## src/rtl/spa_trigger_ctrl.sv

```systemverilog
// spa_trigger_ctrl: sequences one side-channel capture. It starts the RO
// sampler, waits a programmable pre-trigger delay, fires the RSA core one or
// more times with a fixed gap, then waits for the DMA write-back. All outputs
// are registered from the next-state decode, so the sensor-to-victim offset
// is cycle exact and no input reaches an output combinationally.
module spa_trigger_ctrl #(
  parameter int CNT_WIDTH = 65,
  parameter int RUN_WIDTH = 16,
  parameter int TIMEOUT   = 2**24
) (
  input  logic                 clk,
  input  logic                 rst,
  input  logic                 go,
  input  logic                 abort,
  input  logic [CNT_WIDTH-1:0] trigger_delay,
  input  logic [RUN_WIDTH-1:0] num_runs,
  input  logic [RUN_WIDTH-1:0] run_gap,
  input  logic                 rsa_ready,
  input  logic                 capture_done,
  output logic                 ro_go,
  output logic                 rsa_go,
  output logic                 busy,
  output logic                 done,
  output logic                 timeout_err,
  output logic [RUN_WIDTH-1:0] run_count
);

  // Watchdog only has to reach TIMEOUT-1; one spare value keeps TIMEOUT=1 legal.
  localparam int              WD_W   = $clog2(TIMEOUT + 1);
  localparam logic [WD_W-1:0] WD_MAX = WD_W'(TIMEOUT - 1);

  typedef enum logic [3:0] {
    IDLE, ARM, DELAY, FIRE, WAIT_LOW, WAIT_HIGH, GAP, WAIT_CAP, DONE
  } state_t;

  state_t               state, state_d;
  logic [CNT_WIDTH-1:0] dly_q, dly_d, cnt, cnt_d;
  logic [RUN_WIDTH-1:0] runs_q, runs_d, gap_q, gap_d, gcnt, gcnt_d, rc_d;
  logic [WD_W-1:0]      wdog, wdog_d;
  logic                 done_d, terr_d, idle;
  logic [RUN_WIDTH:0]   rc_inc;

  // One extra bit so the last-run compare cannot wrap at the top of the range.
  assign rc_inc = {1'b0, run_count} + 1'b1;
  assign idle   = (state == IDLE) || (state == DONE);

  // Next-state and next-value decode; abort from any busy state wins over all.
  always_comb begin
    state_d = state;
    dly_d   = dly_q;
    runs_d  = runs_q;
    gap_d   = gap_q;
    cnt_d   = cnt;
    gcnt_d  = gcnt;
    wdog_d  = wdog;
    done_d  = done;
    terr_d  = timeout_err;
    rc_d    = run_count;
    if (!idle && abort) begin
      state_d = IDLE;
    end else begin
      case (state)
        IDLE, DONE: if (go) begin
          dly_d   = trigger_delay;
          runs_d  = (num_runs == '0) ? RUN_WIDTH'(1) : num_runs;
          gap_d   = run_gap;
          done_d  = 1'b0;
          terr_d  = 1'b0;
          rc_d    = '0;
          state_d = ARM;
        end
        ARM: begin
          cnt_d   = dly_q;
          state_d = DELAY;
        end
        DELAY: begin
          if (cnt == '0) state_d = FIRE;
          else           cnt_d   = cnt - 1'b1;
        end
        FIRE: begin
          wdog_d  = '0;
          state_d = WAIT_LOW;
        end
        WAIT_LOW: begin
          if (wdog == WD_MAX) begin
            terr_d  = 1'b1;
            state_d = WAIT_CAP;
          end else begin
            wdog_d = wdog + 1'b1;
            if (!rsa_ready) state_d = WAIT_HIGH;
          end
        end
        WAIT_HIGH: begin
          // A completion seen on the last watchdog cycle still counts as a run.
          if (rsa_ready) begin
            if (run_count < runs_q) rc_d = rc_inc[RUN_WIDTH-1:0];
            if (rc_inc >= {1'b0, runs_q}) begin
              state_d = WAIT_CAP;
            end else begin
              gcnt_d  = gap_q;
              state_d = GAP;
            end
          end else if (wdog == WD_MAX) begin
            terr_d  = 1'b1;
            state_d = WAIT_CAP;
          end else begin
            wdog_d = wdog + 1'b1;
          end
        end
        GAP: begin
          if (gcnt == '0) state_d = FIRE;
          else            gcnt_d  = gcnt - 1'b1;
        end
        WAIT_CAP: if (capture_done) begin
          done_d  = 1'b1;
          state_d = DONE;
        end
        default: state_d = IDLE;
      endcase
    end
  end

  // State register.
  always_ff @(posedge clk or posedge rst) begin
    if (rst) state <= IDLE;
    else     state <= state_d;
  end

  // Datapath and registered outputs; pulses decode the state being entered.
  always_ff @(posedge clk or posedge rst) begin
    if (rst) begin
      dly_q       <= '0;
      runs_q      <= '0;
      gap_q       <= '0;
      cnt         <= '0;
      gcnt        <= '0;
      wdog        <= '0;
      done        <= 1'b0;
      timeout_err <= 1'b0;
      run_count   <= '0;
      ro_go       <= 1'b0;
      rsa_go      <= 1'b0;
      busy        <= 1'b0;
    end else begin
      dly_q       <= dly_d;
      runs_q      <= runs_d;
      gap_q       <= gap_d;
      cnt         <= cnt_d;
      gcnt        <= gcnt_d;
      wdog        <= wdog_d;
      done        <= done_d;
      timeout_err <= terr_d;
      run_count   <= rc_d;
      ro_go       <= (state_d == ARM);
      rsa_go      <= (state_d == FIRE);
      busy        <= !((state_d == IDLE) || (state_d == DONE));
    end
  end

endmodule

```

## config.mk

```make
export PLATFORM = sky130hd
export DESIGN_NAME = spa_trigger_ctrl
export DESIGN_NICKNAME = d
export VERILOG_FILES = /design/src/rtl/spa_trigger_ctrl.sv
export SDC_FILE = /design/constraint.sdc
export NUM_CORES = 1
export LEC_CHECK = 0
export BUFFER_PORTS_ARGS = -buffer_cell sky130_fd_sc_hd__buf_2
export CAP_MARGIN = 5
export CELL_PAD_IN_SITES_DETAIL_PLACEMENT = 0
export CELL_PAD_IN_SITES_GLOBAL_PLACEMENT = 2
export CORE_MARGIN = 2
export CORE_UTILIZATION = 25
export DETAILED_ROUTE_END_ITERATION = 7
export PLACE_DENSITY_LB_ADDON = 0.12
export REMOVE_ABC_BUFFERS = 1
export SLEW_MARGIN = 20
export SYNTH_ARGS = -nofsm -noshare
export SYNTH_HDL_FRONTEND = slang
export SYNTH_SLANG_ARGS = --single-unit
```

## constraint.sdc

```tcl
create_clock -name clk -period 13.41 [get_ports clk]
set_input_delay 0.6705 -clock clk [delete_from_list [all_inputs] [get_ports clk]]
set_output_delay 0.6705 -clock clk [all_outputs]
set_load 0.05 [all_outputs]
```

==> results of run 1 <==
==> state kept, by name, summed over array words and instances, names as in the netlist <==
register     flops
dly_q           65
wdog            25
cnt             65
gcnt            16
state            4
timeout_err      1
runs_q          16
ro_go            1
done             1
busy             1
rsa_go           1
gap_q           16
run_count       16
==> critical path, cell delays in order (launching register included) <==
cell,delay (ns)
dfrtp_1,0.45
nor4_1,0.86
nand2_1,0.23
or4_1,0.71
o31ai_4,0.90
buf_4,0.64
a21oi_1,0.08
o22a_1,0.21
==> metal layers <==
metal | vias up | GRT usage
li1 | 5359 | -
met1 | 5128 | 0.218
met2 | 133 | 0.245
met3 | 41 | 0.0207
met4 | 0 | 0.0331
met5 | - | 0
==> power by group <==
part	total (W)	internal (W)	switching [W]
clock network	0.000800	0.000480	0.000319
registers	0.00118	0.000955	0.000226
logic	0.00101	0.000359	0.000654
total	0.00299	0.00179	0.00120
==> cell families (layout without fill, tap and decap cells) <==
kind of cell | Yosys count | count (layout)
AND/OR/NAND/NOR | 693 | 693
AO/OA/AOI/OAI | 367 | 367
flip-flops | 228 | 228
buffers and inverters | 112 | 220
adder cells (fa/ha/maj) | 36 | 36
XOR/XNOR | 25 | 25
multiplexers | 3 | 3
==> worst paths after layout <==
check | start | to | cells past startpoint
max | cnt[40] | cnt[19] | 7
min | rst | dly_q[22] | 2
max reg2reg | cnt[40] | cnt[19] | 7
min reg2reg | dly_q[2] | dly_q[2] | 2
max in group asynchronous | rst | wdog[6] | 3
min in group clk | trigger_delay[51] | dly_q[51] | 3
==> through the flow <==
stage | worst slack, ns | hold WS [ns]
CTS | 9.16 | 0.248
floorplan | 5.97 | 0.440
global route | 8.81 | 0.262
global placement | 9.23 | 0.461
finish | 9.19 | 0.275
detailed placement | 9.17 | 0.466
==> layout make-up <==
cell class              count  share of cell area
inverters                  33             0.00932
flip-flops and latches    228               0.397
repair buffers            135              0.0491
well taps                 615              0.0536
clock buffers              46              0.0635
multi-input cells        1124               0.423
clock inverters             6             0.00383
==> Yosys cell counts (all sizes together), types with 4 or more instances <==
cell type,n
a22oi,12
o31ai,7
nand4,24
or4,7
ha,36
o32ai,6
xor2,12
a21oi,104
or2,4
nand2b,10
a21o,10
and4,7
o41ai,7
xnor2,13
a2bb2oi,5
nand3,32
inv,33
a211oi,6
a31oi,11
nand2,353
nor2b,7
o22ai,15
nor4,33
a22o,9
buf,12
clkbuf,67
and3,12
a32oi,5
o21ai,131
nor3,48
o22a,10
o21a,5
nor2,122
dfrtp,228
or3,20
==> summary.txt, run 1 <==
Status
  • Outcome: completed

Die
  • DIE HEIGHT: approximately 220 µm
  • Core ar.: around 48000 µm²
  • DIE AREA: just over 50000 µm²
  • I/O pin cnt: 124
  • Starting Density: 0.255
  • FP Rows: 80
  • Die X: between 200 and 250 µm

Timing
  • Slew Viols, Final: 0
  • Final Hold Viols: 0
  • Tightest Pin Transition: between 1 and 1.5 ns
  • Tmin final: between 4 and 5 ns
  • Tcrit/Tclk final: 0.314
  • Fin Clk Skew: 0.0106 ns
  • Setup TNS: 0 ns
  • Setup-failing EPs final: 0
  • Slew margin rel.: 0.329
  • RSZ-0062 raised after global routing: no
  • Fmax: around 240 MHz

Final layout
  • Register area: around 5700 µm²
  • Commonest non-fill, non-tap cell in the layout: nand2_1
  • Area growth from synthesis to layout: 17.7%
  • # diodes: 0
  • Post-Layout Cell Count: 2187
  • Util after Layout: 0.300
  • Post-route cell area: between 10000 and 15000 µm²
  • Share of post-route cells with drive strength above 1: 0.130
  • # fillers: 5136
  • NumNets Final: about 1700
  • Most frequent cells in the layout: nand2_1, dfrtp_1, o21ai_0, buf_2, nor2_1
  • Area of the multi-input gates: between 6000 and 7000 µm²

Logic synthesis
  • Post-synthesis simple-gate area fraction: 0.256
  • Area leader, netlist: dfrtp_1
  • Ys Warns: 0
  • Primary FF master, synth: dfrtp_1
  • Post-Synth Adder-Cell Area: 0.0369
  • Mux share of post-synthesis cell area: 0.00256
  • Async SR Flop Fraction: 1.00
  • Share of the synthesized area in the top cell type: 0.468
  • Post-Synth XOR/XNOR Area: 0.0179
  • Syn Area/Cell: 8.34 µm²
  • Seq/Total Area, Yosys: 0.468
  • Post-synth EDFFs: 0
  • Synth Area in Compound Gates: 0.183
  • #FFs+latches synth: ~230
  • Largest family of logic cells by synthesized area: simple AND/OR/NAND/NOR gates
  • Post-synthesis cell area: between 10000 and 15000 µm²
  • Top cells by area, synth: dfrtp_1, nand2_1, o21ai_0
  • Distinct cells, synth: a little under 70
  • Gate Count Post-Synth: approximately 1500

Detailed routing
  • Iteration-0 DRC count of the detailed router: ~500
  • DRC: 0
  • DR WL/cell: ~17 µm
  • Total wire length: 38200 µm
  • Vias/cell: 4.87
  • Pre-antenna DRT Iters: 5
  • Metal2 WL: 17300 µm
  • Metal-1 WL: around 19000 µm
  • Via Count: 10700
  • Final ANT Viol Nets: 0
  • Met3 wire length: just under 1000 µm
  • DR top layer: met4

Critical path
  • Worst-path fanout max: 55
  • Reg2reg setup slack: approximately 9.2 ns
  • Setup CP Type: register to register
  • Worst endpoint required time: 13.86 ns
  • Worst Setup End Kind: register
  • Critical path arrival: between 4 and 5 ns
  • CP Launch Type: register

Clocking
  • Clock buffer depth: 3
  • CTS Buf Count: 30
  • TritonCTS Sinks: 228
  • Clock insertion delay at the later pin of the skew report: 0.57 ns
  • Clock Tree Root: clkbuf_16
  • TritonCTS clock tree: yes
  • Clock Pin Slew Worst Setup and Hold Paths: ~0.060 ns
  • Post_cts resized: 0
  • Cts-stage hold buffer count: 0
  • Post-CTS Setup Repair Bufs: 0
  • H-tree depth: 1

Power
  • Peak VDD IR: roughly 0.095 mV
  • P_leak: roughly 6.5 nW
  • Final Total Pwr: ~0.003 W
  • Power Density: 208 nW/µm²

Placement
  • Buffers added on ports: 123
  • Placed cells: between 2000 and 2500
  • Placed cell area: 13400 µm²
  • Post-DP HPWL: 25100 µm
  • GPL Wtd Cong: ~0.7

Global routing
  • GR Overflow Total: 0
  • Largest net degree at the start of global routing: 106
  • First-pass GRT wire length: between 60000 and 70000 µm
  • Total GRT Usage: 0.152
  • Vias in the first global route: between 10000 and 15000
  • Initial antenna violation count: 0

Flow run
  • Max cap viols: 0

Worst hold path
  • Min-Delay Path Class: primary input to asynchronous set/reset pin
(Power assumes the default switching activity.)
==> inputs of run 2 (changes only) <==
clock period = 4.3 ns   (was 13.41 ns; I/O delays follow)
==> run 2 against run 1 <==
  * Register-to-register slack got worse by 8.7 ns
  * Sequential share of layout area shrank 3.1 points
  * Cell area is 8.5% higher
  * Combinational power increased to 3.2 times the previous value
  * Maximum frequency rose by 11%
  * Largest power group unchanged
  * Clock skew about the same
  * Sequential cell count unchanged
  * Core utilization up 2.5 points
  * Highest routed layer unchanged
==> summary.txt, run 2 (same netlist as run 1, synthesis figures left out) <==
Critical path
  • CP max stage cell: dfrtp_1
  • Setup CP Type: register to register
  • Worst endpoint required time: around 4.8 ns
  • Worst Setup End Kind: register
  • CP peak stage delay: roughly 0.51 ns
  • CP Launch Type: register
  • Critical path arrival: approximately 4.3 ns
  • Worst-path fanout max: 23
  • Cell Chain, Critical Path: and4_1 > and2_1 > nor2b_1 > nand3_1 > xnor2_1 > ha_1 > nand4_1 > o41a_1 > o211ai_1 > a211oi_1 > o21bai_1 > buf_4 > o21ba_2 > o22a_1

Clocking
  • Clock Tree Root: clkbuf_16
  • Post_cts resized: 0
  • Clock buffer depth: 3
  • Post-CTS Setup Repair Bufs: 0
  • H-tree depth: 1
  • Cts-stage hold buffer count: 100
  • TritonCTS Sinks: about 230
  • CTS Buf Count: 30
  • Clock Pin Slew Worst Setup and Hold Paths: about 0.060 ns
  • Clock insertion delay at the later pin of the skew report: just under 0.6 ns
  • TritonCTS clock tree: yes

Detailed routing
  • DR WL/cell: 17.0 µm
  • Final ANT Viol Nets: 0
  • DRC: 0
  • Vias/cell: about 4.8
  • Total wire length: approximately 39000 µm
  • Iteration-0 DRC count of the detailed router: between 600 and 700
  • Pre-antenna DRT Iters: 5
  • Via Count: ~11000

Die
  • I/O pin cnt: ~120
  • FP Rows: 80
  • Core ar.: between 40000 and 50000 µm²
  • Die X: approximately 220 µm
  • DIE AREA: around 50000 µm²
  • Starting Density: 0.255
  • DIE HEIGHT: around 220 µm

Final layout
  • Most frequent cells in the layout: nand2_1, dfrtp_1, o21ai_0, buf_2, nor2_1
  • Share of post-route cells with drive strength above 1: 0.134
  • Commonest non-fill, non-tap cell in the layout: nand2_1
  • Area growth from synthesis to layout: 27.6%
  • # fillers: 5108
  • # diodes: 0
  • Post-Layout Cell Count: 2307
  • NumNets Final: between 1500 and 2000
  • Largest registers: cnt (65), dly_q (65), wdog (25)

Placement
  • Buffers added on ports: 123
  • Post-DP HPWL: ~26000 µm
  • GPL Wtd Cong: roughly 0.74
  • Placed cells: ~2200

Timing
  • Tightest Pin Transition: approximately 0.97 ns
  • Slew margin rel.: 0.350
  • Fmax: 262 MHz
  • Final Hold Viols: 0
  • Setup-failing EPs final: 0
  • Hold Worst Slack: 0.0957 ns
  • Fin Clk Skew: between 0.01 and 0.015 ns
  • Tcrit/Tclk final: 0.886
  • RSZ-0062 raised after global routing: no
  • Slew Viols, Final: 0
  • Tmin final: between 3 and 4 ns

Global routing
  • Largest net degree at the start of global routing: 107
  • First-pass GRT wire length: around 63000 µm
  • GR Overflow Total: 0
  • Initial antenna violation count: 0
  • Vias in the first global route: 11200
  • Total GRT Usage: 0.156

Power
  • Power Density: around 620 nW/µm²
  • P_leak: roughly 7 nW
  • Peak VDD IR: approximately 0.34 mV

Status
  • Outcome: completed

Worst hold path
  • Min-Delay Path Class: primary input to register

Flow run
  • Max cap viols: 0
## run 2: per-stage QoR
stage	area [µm²]	worst slack (ns)	util	power [W]	setup TNS (ns)
after floorplan	11900	-3.14	-	0.00586	-693.60
after global placement	13500	0.552	0.282	0.00697	0
after detailed placement	13500	0.474	0.282	0.00701	0
after CTS	15600	0.466	0.325	0.00985	0
after global routing	15600	0.0419	0.325	0.0105	0
final	15600	0.489	0.325	0.00965	0
## run 2: path summary, 6_finish.rpt
path	startpoint	to	slack, ns	depth (start not counted)
max	run_count[2]	gcnt[7]	0.49	14
min	abort	done	0.1	4
max reg2reg	run_count[2]	gcnt[7]	0.49	14
min reg2reg	dly_q[23]	dly_q[23]	0.47	2
max in group asynchronous	rst	ro_go	2.96	4
min in group asynchronous	rst	dly_q[19]	0.35	3
## run 2: layout make-up
type                    instances  area, µm²  share of cell area
well taps                     615        769              0.0494
multi-input cells            1124       6080               0.390
clock buffers                  41        883              0.0567
inverters                      33        134             0.00860
flip-flops and latches        228       5710               0.366
repair buffers                251       1830               0.117
clock inverters                15        179              0.0115
## run 2: per-layer routing
layer,track usage,vias up,share of wire
met5,0,-,0
met4,0.0395,0,0.025
met3,0.0199,52,0.028
met2,0.256,149,0.46
met1,0.217,5366,0.48
li1,-,5587,-
## run 2: worst max-delay path: cells and delay by family (launching register included)
family / cells / cell delay, ns
AND/OR/NAND/NOR: 5 / 1.27
AO/OA/AOI/OAI: 6 / 1.17
flip-flops: 1 / 0.51
adder cells (fa/ha/maj): 1 / 0.30
buffers and inverters: 1 / 0.26
XOR/XNOR: 1 / 0.17
## run 2: where the power goes
part           total (W)  leakage [nW]  internal, W  switching, W
registers        0.00369          2.88      0.00298      0.000711
logic            0.00327          3.65      0.00121       0.00207
clock network    0.00269         0.536      0.00167       0.00103
total            0.00965          7.07      0.00585       0.00380
